--- src/rtl/mem_sorter.sv ---
// In-place register-array sorter: host write/read port while idle, one bubble-sort compare-and-swap per clock.
// Optional early termination when a pass makes no swaps: define SORTER_EARLY_EXIT_EN.
//
// state | meaning
// IDLE  | ready=1, host port writes/reads the array, start launches a sort
// SORT  | ready=0, engine walks pass p / compare j, host inputs ignored
module mem_sorter #(
  parameter int WIDTH = 8,
  parameter int DEPTH = 8
) (
  input  logic                       clk,
  input  logic                       nrst,
  input  logic                       start,
  input  logic                       wr,
  input  logic [$clog2(DEPTH)-1:0]   addr,
  input  logic [WIDTH-1:0]           datain,
  input  logic                       descend,
  output logic [WIDTH-1:0]           dataout,
  output logic                       ready,
  output logic                       done
);

  localparam int AW = $clog2(DEPTH);

  typedef enum logic {
    IDLE = 1'b0,
    SORT = 1'b1
  } state_t;

  state_t           state, state_nxt;
  logic [WIDTH-1:0] mem [DEPTH];
  logic [AW-1:0]    p, j, last_j, j_inc;
  logic             desc_q;
  logic [WIDTH-1:0] word_a, word_b;
  logic             do_swap, end_pass, finish, start_sort;
`ifdef SORTER_EARLY_EXIT_EN
  logic             swap_flag;
`endif

  always_comb begin
    j_inc    = j + AW'(1);
    last_j   = AW'(DEPTH - 2) - p;
    word_a   = mem[j];
    word_b   = mem[j_inc];
    do_swap  = desc_q ? (word_a < word_b) : (word_a > word_b);
    end_pass = (j == last_j);
    finish   = end_pass && (p == AW'(DEPTH - 2));
`ifdef SORTER_EARLY_EXIT_EN
    // A swap on the pass's final compare still counts for that pass.
    if (end_pass && !(swap_flag || do_swap)) finish = 1'b1;
`endif
  end

  always_ff @(posedge clk or negedge nrst) begin
    if (!nrst) state <= IDLE;
    else       state <= state_nxt;
  end

  always_comb begin
    state_nxt  = state;
    start_sort = 1'b0;
    ready      = 1'b0;
    case (state)
      IDLE: begin
        ready = 1'b1;
        if (start) begin
          start_sort = 1'b1;
          state_nxt  = SORT;
        end
      end
      SORT: begin
        if (finish) state_nxt = IDLE;
      end
      default: state_nxt = IDLE;
    endcase
  end

  always_ff @(posedge clk or negedge nrst) begin
    if (!nrst) done <= 1'b0;
    else       done <= (state == SORT) && finish;
  end

  always_ff @(posedge clk or negedge nrst) begin
    if (!nrst) begin
      for (int i = 0; i < DEPTH; i++) mem[i] <= '0;
      dataout <= '0;
      p       <= '0;
      j       <= '0;
      desc_q  <= 1'b0;
`ifdef SORTER_EARLY_EXIT_EN
      swap_flag <= 1'b0;
`endif
    end else if (state == IDLE) begin
      if (start_sort) begin
        desc_q <= descend;
        p      <= '0;
        j      <= '0;
`ifdef SORTER_EARLY_EXIT_EN
        swap_flag <= 1'b0;
`endif
      end else if (wr) begin
        mem[addr] <= datain;
      end else begin
        dataout <= mem[addr];
      end
    end else begin
      if (do_swap) begin
        mem[j]     <= word_b;
        mem[j_inc] <= word_a;
      end
      if (end_pass) begin
        j <= '0;
        p <= p + AW'(1);
`ifdef SORTER_EARLY_EXIT_EN
        swap_flag <= 1'b0;
`endif
      end else begin
        j <= j_inc;
`ifdef SORTER_EARLY_EXIT_EN
        swap_flag <= swap_flag | do_swap;
`endif
      end
    end
  end

endmodule

--- config.mk ---
export PLATFORM = sky130hd
export DESIGN_NAME = mem_sorter
export DESIGN_NICKNAME = d
export VERILOG_FILES = /design/src/rtl/mem_sorter.sv
export SDC_FILE = /design/constraint.sdc
export NUM_CORES = 1
export LEC_CHECK = 0
export BUFFER_PORTS_ARGS = -buffer_cell sky130_fd_sc_hd__buf_2
export CAP_MARGIN = 40
export CORE_ASPECT_RATIO = 0.9
export CORE_MARGIN = 1.5
export CORE_UTILIZATION = 55
export CTS_CLUSTER_DIAMETER = 120
export CTS_CLUSTER_SIZE = 24
export DETAILED_ROUTE_END_ITERATION = 8
export PLACE_DENSITY = 0.8
export RECOVER_POWER = 50
export REMOVE_ABC_BUFFERS = 1
export SLEW_MARGIN = 20
export SYNTH_ARGS = -nofsm -noshare
export SYNTH_HDL_FRONTEND = slang
export SYNTH_SLANG_ARGS = --single-unit
export TNS_END_PERCENT = 10
--- constraint.sdc ---
create_clock -name clk -period 4 [get_ports clk]
set_input_delay 0.2 -clock clk [delete_from_list [all_inputs] [get_ports clk]]
set_output_delay 0.2 -clock clk [all_outputs]
set_load 0.1 [all_outputs]
==> results.sh <==
export IMPL_crit_arrival_ns=4.09
export IMPL_synth_distinct_cells=67
export IMPL_die_area_um2=12640
export IMPL_fmax_ghz=0.2598
export IMPL_crit_buf_inv=1
export IMPL_whs_ns=0.09001
export IMPL_worstMarginPinSlew_ns=2.365
export IMPL_violations="max-capacitance violations, max-slew violations"
export IMPL_hold_class="primary input to flip-flop"
export IMPL_diodes=0
export IMPL_rsz0062_at_grt="no"
export IMPL_nets=736
export IMPL_wl_per_cell_um=27.36
export IMPL_crit_family="compound AO/OA/AOI/OAI gates"
export IMPL_worstSetupEndpointType="flip-flop"
export IMPL_die_w_um=118.3
export IMPL_netlist_instances=664
export IMPL_path_class="flip-flop to flip-flop"
export IMPL_critPathLaunchType="flip-flop"
export IMPL_ios=26
export IMPL_finalSetupTns_ns=0
export IMPL_crit_chain="ha_2, nor2b_1, a2bb2oi_1, o21ai_1, a211oi_1, ha_1, a21o_1, a21oi_1, nand3_1, a2bb2oi_2, o22ai_2, buf_4, mux2_2"
export IMPL_dr_total_vias=6303
export IMPL_die_y_um=106.8
export IMPL_drcViolationCount=0
export IMPL_gr_total_overflow=0
export IMPL_final_common_cell="dfrtp_1"
export IMPL_numPortBuffers=25
export IMPL_drive_gt1_share_pct=31.09
export IMPL_clockBufferDepth=2
export IMPL_fin_crit_ns=3.849
export IMPL_finalClockSkew_ns=0.006391
export IMPL_grt_pass1_wl_um=36270
export IMPL_htreeDepth=3
export IMPL_relSlewSlack_pct=-57.69
export IMPL_synth_edf_count=0
export IMPL_core_um2=11530
export IMPL_drt_wl_total_um=23800
export IMPL_hpwl_um=16480
export IMPL_crit_slowest_cell="ha_2"
export IMPL_clock_latency_ns=0.36
export IMPL_syn_avg_cell_area_um2=9.915
export IMPL_yosysSeqAreaShare_pct=30.79
export IMPL_cts_made_buffers=9
export IMPL_fin_crit_sh_pct=96.23
export IMPL_antenna_found_initial=0
export IMPL_setup_viol=0
export IMPL_final_antenna_net_count=0
export IMPL_avgViaCountPerCell=7.245
export IMPL_rrSetupSlack_ns=0.15
export IMPL_final_cell_mix="dfrtp_1 (80), nand2_1 (72), mux2_2 (61), buf_4 (49)"
export IMPL_cts_sinks=81
export IMPL_slowest_delay_ns=0.44
export IMPL_ys_warn_count=0
export IMPL_synth_async_reset_ratio_pct=100.0
export IMPL_grtUsageTotal_pct=38.56
export IMPL_cp_required_ns=4.24
export IMPL_path_clk_slew_ns=0.06
export IMPL_holdPathStages=2
export IMPL_gp_congestion=0.9718
export IMPL_grt_max_degree=63
export IMPL_cp_max_fo=8
export IMPL_reg2reg_depth=13
export IMPL_synth_seq_cells=81
export IMPL_drt_iter0_markers=928
export IMPL_maxCapViolCount=1
export IMPL_syn_area_um2=6584
export IMPL_synth_ff_type="dfrtp_1"
export IMPL_drt_pass1_iter_count=6
export IMPL_fp_row_count=37
export IMPL_status="complete, but fails checks"
export IMPL_finalHoldViolations=0
export IMPL_ctsRootBufferMaster="clkbuf_16"
export IMPL_cp_depth=13
export IMPL_cts_tree="yes"
export IMPL_start_util_pct=57.11
export IMPL_area_delta_synth_final_pct=13.15
export IMPL_slew_viol_final=43
export IMPL_grt_pass1_vias=6175
logic make-up (layout without fill, tap and decap cells):
kind of cell	after synthesis	in the layout	share of synthesized area (%)
AND/OR/NAND/NOR	176	176	12.58
flip-flops	81	81	30.79
adder cells (fa/ha/maj)	11	11	2.090
multiplexers	124	124	25.37
XOR/XNOR	7	7	0.9312
buffers and inverters	63	113	4.827
AO/OA/AOI/OAI	202	202	23.41
cell type report:
cell class                      instances  area (µm²)
Fill cell                             942        4078
Tap cell                              156       195.2
Multi-Input combinational cell        520        4268
Inverter                               18       67.56
Clock inverter                          5       77.57
Timing Repair Buffer                   79       560.5
Sequential cell                        81        2028
Clock buffer                           11       252.7
metal layers:
layer	wire length [µm]	track usage, %	up-vias
li1	-	-	2648
met3	2866	9.787	104
met2	10830	61.00	458
met1	8905	49.57	3093
met4	1198	18.82	0
met5	0	0	-
registers in the layout (all words and copies together) (netlist names):
signal,cells
mem,64
j,3
done,1
desc_q,1
state,1
dataout,8
p,3
per-stage QoR:
step	setup slack (ns)	cells	util (%)	cell area (µm²)
after floorplan	-2.039	619	-	6334
after global placement	0.1686	848	61.41	7079
after detailed placement	0.04944	849	61.59	7099
after CTS	0.04842	866	64.54	7440
after global routing	0.03465	870	64.63	7450
final	0.1508	870	64.63	7450
synth_stat cells, types with 12 or more instances:
| library cell | count | share of area [%] |
|---|---|---|
| buf_1 | 12 | 0.68 |
| o211ai_1 | 13 | 1.5 |
| o221ai_1 | 24 | 3.2 |
| a22oi_1 | 41 | 4.7 |
| a21oi_1 | 14 | 1.1 |
| nand3_1 | 21 | 1.6 |
| inv_1 | 16 | 0.91 |
| mux2i_1 | 30 | 4.6 |
| nor2b_1 | 12 | 1.1 |
| mux4_2 | 24 | 8.2 |
| o21ai_0 | 41 | 3.1 |
| dfrtp_1 | 81 | 31 |
| o22ai_1 | 12 | 1.1 |
| nor2_1 | 35 | 2.0 |
| nand2_1 | 72 | 4.1 |
| mux2_2 | 61 | 10 |
worst register-to-register path: stages, from the launching register on:
cell and delay, ns:
dfrtp_2 0.43, ha_2 0.44, nor2b_1 0.31, a2bb2oi_1 0.11, o21ai_1 0.29, a211oi_1 0.10
ha_1 0.38, a21o_1 0.21, a21oi_1 0.23, nand3_1 0.13, a2bb2oi_2 0.28, o22ai_2 0.21
buf_4 0.27, mux2_2 0.36
repair_timing:
action                     4_1_cts  5_1_grt
setup endpoints to repair        0       64
hold buffers                     1        0
gates resized for setup          0        2
hold endpoints to repair        41        0
setup buffers                    0        4
final timing paths:
check / from / end
max: j[0] / mem[46]
min: descend / desc_q
max reg2reg: j[0] / mem[46]
min reg2reg: dataout[0] / dataout[0]
max in group asynchronous: nrst / j[0]
min in group asynchronous: nrst / mem[6]
Power is left out: the tool's default activity adds up to more than one toggle a clock period on the data nets, which glitch-free logic cannot reach.
